`src/rtl/aes_pkg.sv`:
```
// Shared AES definitions: FSM state encoding, block/round constants and the
// byte-level helpers (S-box lookup, GF(2^8) doubling, MixColumns column).
package aes_pkg;

   localparam int AES_NR       = 10;
   localparam int AES_BLOCK_W  = 128;
   localparam int AES_RK_IDX_W = 4;

   typedef enum logic [1:0] {
      ST_IDLE  = 2'd0,
      ST_ROUND = 2'd1,
      ST_FINAL = 2'd2,
      ST_DONE  = 2'd3
   } aes_state_e;

   // Forward S-box, entry 0x00 in the top byte
   localparam logic [2047:0] AES_SBOX = {
      128'h637c777bf26b6fc53001672bfed7ab76,
      128'hca82c97dfa5947f0add4a2af9ca472c0,
      128'hb7fd9326363ff7cc34a5e5f171d83115,
      128'h04c723c31896059a071280e2eb27b275,
      128'h09832c1a1b6e5aa0523bd6b329e32f84,
      128'h53d100ed20fcb15b6acbbe394a4c58cf,
      128'hd0efaafb434d338545f9027f503c9fa8,
      128'h51a3408f929d38f5bcb6da2110fff3d2,
      128'hcd0c13ec5f974417c4a77e3d645d1973,
      128'h60814fdc222a908846eeb814de5e0bdb,
      128'he0323a0a4906245cc2d3ac629195e479,
      128'he7c8376d8dd54ea96c56f4ea657aae08,
      128'hba78252e1ca6b4c6e8dd741f4bbd8b8a,
      128'h703eb5664803f60e613557b986c11d9e,
      128'he1f8981169d98e949b1e87e9ce5528df,
      128'h8ca1890dbfe6426841992d0fb054bb16
   };

   function automatic logic [7:0] sbox(input logic [7:0] x);
      return AES_SBOX[{~x, 3'b111} -: 8];
   endfunction

   function automatic logic [7:0] xtime(input logic [7:0] b);
      return {b[6:0], 1'b0} ^ (b[7] ? 8'h1b : 8'h00);
   endfunction

   function automatic logic [31:0] mix_column(input logic [31:0] col);
      logic [7:0] a0, a1, a2, a3;
      logic [7:0] b0, b1, b2, b3;
      {a0, a1, a2, a3} = col;
      b0 = xtime(a0) ^ (xtime(a1) ^ a1) ^ a2 ^ a3;
      b1 = a0 ^ xtime(a1) ^ (xtime(a2) ^ a2) ^ a3;
      b2 = a0 ^ a1 ^ xtime(a2) ^ (xtime(a3) ^ a3);
      b3 = (xtime(a0) ^ a0) ^ a1 ^ a2 ^ xtime(a3);
      return {b0, b1, b2, b3};
   endfunction

endpackage

```
`src/rtl/aes_final_round.sv`:
```
// Last AES round without AddRoundKey: SubBytes then ShiftRows, no MixColumns.
module aes_final_round
   import aes_pkg::*;
(
   input  logic [AES_BLOCK_W-1:0] data,
   output logic [AES_BLOCK_W-1:0] result
);

   logic [AES_BLOCK_W-1:0] sub_out;

   subBytes u_sub (
      .data   (data),
      .result (sub_out)
   );

   shift_rows u_shift (
      .data   (sub_out),
      .result (result)
   );

endmodule

```
`src/rtl/encrypt_round.sv`:
```
// One full AES middle round without AddRoundKey: SubBytes, ShiftRows, MixColumns.
module encrypt_round
   import aes_pkg::*;
(
   input  logic [AES_BLOCK_W-1:0] data,
   output logic [AES_BLOCK_W-1:0] result
);

   logic [AES_BLOCK_W-1:0] sub_out;
   logic [AES_BLOCK_W-1:0] shift_out;

   subBytes u_sub (
      .data   (data),
      .result (sub_out)
   );

   shift_rows u_shift (
      .data   (sub_out),
      .result (shift_out)
   );

   genvar c;
   generate
      for (c = 0; c < 4; c++) begin : g_mix
         assign result[AES_BLOCK_W-1-32*c -: 32] = mix_column(shift_out[AES_BLOCK_W-1-32*c -: 32]);
      end
   endgenerate

endmodule

```
`src/rtl/shift_rows.sv`:
```
// Cyclic left rotation of row r by r bytes; state bytes are column-major.
module shift_rows
   import aes_pkg::*;
(
   input  logic [AES_BLOCK_W-1:0] data,
   output logic [AES_BLOCK_W-1:0] result
);

   genvar r, c;
   generate
      for (r = 0; r < 4; r++) begin : g_row
         for (c = 0; c < 4; c++) begin : g_col
            assign result[AES_BLOCK_W-1-8*(r+4*c) -: 8] =
               data[AES_BLOCK_W-1-8*(r+4*((c+r)%4)) -: 8];
         end
      end
   endgenerate

endmodule

```
`src/rtl/subBytes.sv`:
```
// Byte-wise S-box substitution over a full 128-bit AES state.
module subBytes
   import aes_pkg::*;
(
   input  logic [AES_BLOCK_W-1:0] data,
   output logic [AES_BLOCK_W-1:0] result
);

   genvar i;
   generate
      for (i = 0; i < 16; i++) begin : g_byte
         assign result[AES_BLOCK_W-1-8*i -: 8] = sbox(data[AES_BLOCK_W-1-8*i -: 8]);
      end
   endgenerate

endmodule

```
`src/rtl/aes_round_ctrl.sv`:
```
// Iterative AES-128 encryption controller: one round per clock over state_q,
// round keys fetched combinationally from the key-schedule RAM via rk_idx.
module aes_round_ctrl
   import aes_pkg::*;
#(
   parameter int NR = AES_NR
) (
   input  logic                    clk,
   input  logic                    rst,
   input  logic                    in_valid,
   output logic                    in_ready,
   input  logic [AES_BLOCK_W-1:0]  in_block,
   output logic [AES_RK_IDX_W-1:0] rk_idx,
   input  logic [AES_BLOCK_W-1:0]  rk_data,
   output logic                    out_valid,
   input  logic                    out_ready,
   output logic [AES_BLOCK_W-1:0]  out_block,
   output logic                    busy
);

   localparam logic [AES_RK_IDX_W-1:0] LAST_MID = AES_RK_IDX_W'(NR - 1);
   localparam logic [AES_RK_IDX_W-1:0] LAST_KEY = AES_RK_IDX_W'(NR);

   aes_state_e             state;
   logic [AES_RK_IDX_W-1:0] rnd;
   logic [AES_BLOCK_W-1:0] state_q;
   logic [AES_BLOCK_W-1:0] round_out;
   logic [AES_BLOCK_W-1:0] final_out;

   encrypt_round u_round (
      .data   (state_q),
      .result (round_out)
   );

   aes_final_round u_final (
      .data   (state_q),
      .result (final_out)
   );

   always_comb begin
      rk_idx = '0;
      case (state)
         ST_ROUND: rk_idx = rnd;
         ST_FINAL: rk_idx = LAST_KEY;
         default:  rk_idx = '0;
      endcase
   end

   assign out_block = state_q;

   // Handshake flags are registered alongside the state transition so they
   // always agree with the state the FSM has just entered.
   always_ff @(posedge clk) begin
      if (rst) begin
         state     <= ST_IDLE;
         rnd       <= '0;
         state_q   <= '0;
         in_ready  <= 1'b1;
         out_valid <= 1'b0;
         busy      <= 1'b0;
      end else begin
         case (state)
            ST_IDLE: begin
               if (in_valid) begin
                  state_q  <= in_block ^ rk_data;
                  rnd      <= AES_RK_IDX_W'(1);
                  state    <= ST_ROUND;
                  in_ready <= 1'b0;
                  busy     <= 1'b1;
               end
            end
            ST_ROUND: begin
               state_q <= round_out ^ rk_data;
               if (rnd == LAST_MID) begin
                  rnd   <= LAST_KEY;
                  state <= ST_FINAL;
               end else begin
                  rnd <= rnd + AES_RK_IDX_W'(1);
               end
            end
            ST_FINAL: begin
               state_q   <= final_out ^ rk_data;
               state     <= ST_DONE;
               out_valid <= 1'b1;
            end
            ST_DONE: begin
               // No accept here: in_ready only rises once IDLE is entered
               if (out_ready) begin
                  state     <= ST_IDLE;
                  rnd       <= '0;
                  out_valid <= 1'b0;
                  busy      <= 1'b0;
                  in_ready  <= 1'b1;
               end
            end
            default: begin
               state     <= ST_IDLE;
               rnd       <= '0;
               state_q   <= '0;
               in_ready  <= 1'b1;
               out_valid <= 1'b0;
               busy      <= 1'b0;
            end
         endcase
      end
   end

endmodule

```
`config.mk`:
```
export PLATFORM = sky130hd
export DESIGN_NAME = aes_round_ctrl
export DESIGN_NICKNAME = d
export VERILOG_FILES = /design/src/rtl/aes_pkg.sv /design/src/rtl/aes_final_round.sv /design/src/rtl/encrypt_round.sv /design/src/rtl/shift_rows.sv /design/src/rtl/subBytes.sv /design/src/rtl/aes_round_ctrl.sv
export SDC_FILE = /design/constraint.sdc
export NUM_CORES = 2
export LEC_CHECK = 0
export ABC_AREA = 1
export ABC_CLOCK_PERIOD_IN_PS = 3550
export BUFFER_PORTS_ARGS = -buffer_cell sky130_fd_sc_hd__buf_2
export CORE_ASPECT_RATIO = 2
export CORE_MARGIN = 4
export CORE_UTILIZATION = 25
export DETAILED_ROUTE_END_ITERATION = 8
export HOLD_SLACK_MARGIN = 0.06
export PLACE_DENSITY = 0.42
export REMOVE_ABC_BUFFERS = 1
export SETUP_SLACK_MARGIN = 0.1
export SLEW_MARGIN = 40
export SYNTH_ARGS = -nofsm -noshare
export SYNTH_HDL_FRONTEND = slang
export SYNTH_SLANG_ARGS = --single-unit
```
`constraint.sdc`:
```
create_clock -name clk -period 3.55 [get_ports clk]
set_input_delay 0 -clock clk [delete_from_list [all_inputs] [get_ports clk]]
set_output_delay 0 -clock clk [all_outputs]
set_load 0.05 [all_outputs]
```
==> flow_summary.yaml <==
outcome:
  run_status: "completed"
routing:
  routed_wl_um: 538900
  wl_per_cell_um: 28.63
  detail_route.first_pass.iterations: 9
  drt_iter0_drc: 12100
  drc_errors: 0
  drtAntennaViolNets: 0
  via_count: 107200
  via_per_inst: 5.697
synthesis:
  postSynthAreaPerCell_um2: 4.854
  synthFlopType: "dfxtp_1"
  synth_seq_area_share_pct: 4.204
  ys_async_sr_fraction_pct: 0
  syn-cell-area_um2: 65230
  synthCells: 13440
  synth_warnings: 0
  ys_seq_elements: 137
  synth_cell_types: 58
  synth-edff-count: 0
floorplanning:
  coreArea_um2: 259900
  die_w_um: 369.2
  die_area_um2: 269700
  ios: 395
  placementRows: 265
  die_y_um: 730.4
  initial_core_util_pct: 25.09
timing:
  fin_skew_ps: 46.07
  hold_ws_ps: 40.51
  fin_crit_ps: 3422
  relSlewSlack_pct: 41.56
  fmax_mhz: 292.2
  rsz0062_at_grt: "yes"
  worstMarginPinSlew_ps: 876.5
  hold_viol_final: 0
  finalCritPeriodShare_pct: 96.39
  finalSetupViolCount: 0
  drv_slew: 0
  setup_tns_ps: 0
place:
  dp_cells: 18520
  place.gp.congestion: 1.129
  port_buffers: 394
  dp_hpwl_um: 429500
cts:
  htreeDepth: 4
  path_clk_slew_ps: 70
  clk_latency_ps: 610
  cts_tree: "done"
  cts_buffers: 25
  cts_buffer_depth: 3
  clock_sinks: 137
  root_buffer: "clkbuf_16"
critical_path:
  start_kind: "flop"
  crit_path_end_kind: "flop"
  crit_path_start: "out_block[72]$_SDFFE_PP0P_"
  reg2reg_from: "out_block[72]$_SDFFE_PP0P_"
  r2r_cells: 20
  critPathRequiredTime_ps: 4020
  regToRegSetupSlack_ps: 130
  cp_cell_sequence: "buf_4 -> buf_4 -> ha_1 -> buf_4 -> inv_1 -> nand2_2 -> a221oi_2 -> nand2_1 -> nand3_1 -> nand3_1 -> nand2_2 -> buf_4 -> xor2_1 -> inv_1 -> nand3_1 -> nand3_1 -> nand3_1 -> nand2_1 -> nor2_1 -> nor2_1"
  crit_fanout: 7
  path_class: "flop to flop"
  arrival_ps: 3890
  path_common_cell: "nand3_1"
  cp_slowest_cell: "a221oi_2"
  endpoint: "out_block[23]$_SDFFE_PP0P_"
  critical-path-max-stage-delay_ps: 370
  reg2reg_to: "out_block[23]$_SDFFE_PP0P_"
layout:
  drive_above_1_share_pct: 24.02
  finalNetCount: 15830
  fillers: 30460
  syn2layout_area_growth_pct: 39.93
  multi_input_area_um2: 57030
  regArea_um2: 2844
  fin_cells: 18820
run:
  maxCapViolCount: 0
global_route:
  grt_overflow: 0
  grt_pass1_wl_um: 751900
  gr-max-usage-layer: "met2"
  use_met1_pct: 37.71
  grt_use_total_pct: 38.06
  grt_util_met2_pct: 65.66
  grt_pass1_vias: 103900
  grt_max_degree: 75
  antenna_found_initial: 28
  grt_util_met3_pct: 6.695
hold_path:
  hold_path.class: "input pin to flop"
[metal layers]
| metal | up-vias | routed length [µm] | part of all wire [%] |
|---|---|---|---|
| li1 | 48360 | - | - |
| met5 | - | 118 | 0.022 |
| met2 | 6748 | 253500 | 47 |
| met4 | 16 | 70380 | 13 |
| met1 | 49460 | 174100 | 32 |
| met3 | 2647 | 40770 | 7.6 |
[critical path: cells and delay by family (launching register included)]
| family | cells | cell delay, ps |
|---|---|---|
| compound gates | 1 | 370 |
| xor+xnor | 1 | 250 |
| fa+ha+maj | 1 | 220 |
| buf+inv | 6 | 770 |
| flops | 1 | 330 |
| simple gates | 11 | 1360 |
[cell type report]
type                    count  area share, %
flip-flops and latches    137          3.116
repair buffers           2665          23.80
diodes                     17        0.04660
inverters                1200          5.047
clock buffers              28         0.7306
multi-input cells       11300          62.47
well taps                3471          4.758
clock inverters             5        0.03016
[metrics by stage]
stage          util (%)  worst slack, ps  area [µm²]
2_1_floorplan         -            -1665       60970
3_3_place_gp      32.52           -576.3       84540
3_5_place_dp      32.52           -511.4       84540
4_1_cts           33.78            4.101       87800
5_1_grt           35.10            12.66       91250
6_report          35.12            128.1       91280
[how the worst min path moves through the flow]
stage | start | to | slack (ps) | cells after the start
2_1_floorplan | rst | rnd[1]$_SDFFE_PP0P_ | 70 | 1
3_3_place_gp | rk_data[90] | out_block[90]$_SDFFE_PP0P_ | 310 | 4
3_5_place_dp | rk_data[122] | out_block[122]$_SDFFE_PP0P_ | 310 | 4
4_1_cts | in_block[30] | out_block[30]$_SDFFE_PP0P_ | 60 | 7
5_1_grt | rk_data[117] | out_block[117]$_SDFFE_PP0P_ | 60 | 7
6_report | rk_data[117] | out_block[117]$_SDFFE_PP0P_ | 40 | 7
[flip-flops by register name, summed over array words and instances, names as in the netlist]
signal / flops
busy: 1
in_ready: 1
out_block: 128
out_valid: 1
rnd: 4
state: 2
[cell usage after synthesis (17+ instances only)]
cell type     n  area, µm²
a21oi_1     419       2097
a22oi_1      37      277.8
a31oi_1      69      431.7
buf_1        93      349.1
buf_2       310       1551
buf_4       108      810.8
buf_6        54      608.1
clkbuf_1    232      870.8
clkinv_1     20      75.07
dfxtp_1     137       2743
ha_1        242       3028
inv_1      1062       3986
inv_2       110      412.9
nand2_1    5017      18830
nand2_2     152      950.9
nand3_1    2953      14780
nand3b_1     21      157.7
nand4_1      79      494.2
nor2_1      665       2496
nor2_2       44      275.3
nor3_1       31      155.2
o2111ai_1    24      210.2
o211ai_1    364       2733
o21ai_0     806       4034
o21ai_1      92      460.4
o221ai_1     23      201.4
o22ai_1      69      431.7
o31ai_1      19      142.6
or2_2        17      106.4
xnor2_1      20      175.2
xor2_1       37      324.1
[repair_timing]
item                                   4_1_cts  5_1_grt
setup endpoints to repair                  111      128
endpoints found under the hold margin      130        0
resized for setup                          183      844
hold buffers                               192        0
pin swaps                                   12      122
buffers inserted                             6       49
[cell usage in the layout (no fill, tap or decap), drive strengths merged, types with 31 or more instances in the layout]
cell type    synthesis  layout
a22oi               37      37
xor2                41      41
dlygate4sd3          0     192
inv               1180    1167
o21ai              908     908
dfxtp              137     137
nand2             5184    5184
o211ai             364     364
a31oi               70      70
o22ai               69      69
ha                 242     242
a21oi              424     424
buf                568    2473
nand4               79      79
nand3             2957    2957
nor2               719     719
nor3                31      31
[cells by family (layout without fill, tap and decap cells)]
| kind of cell | after synthesis | after routing | share of synthesized area [%] |
|---|---|---|---|
| fa+ha+maj | 242 | 242 | 4.642 |
| other cells | 0 | 17 | 0 |
| compound gates | 1968 | 1968 | 17.48 |
| buf+inv | 2004 | 3898 | 13.47 |
| xor+xnor | 63 | 63 | 0.9149 |
| flops | 137 | 137 | 4.204 |
| simple gates | 9025 | 9025 | 59.29 |
Power is left out: the tool's default activity adds up to more than one toggle a clock period on the data nets, which glitch-free logic cannot reach.
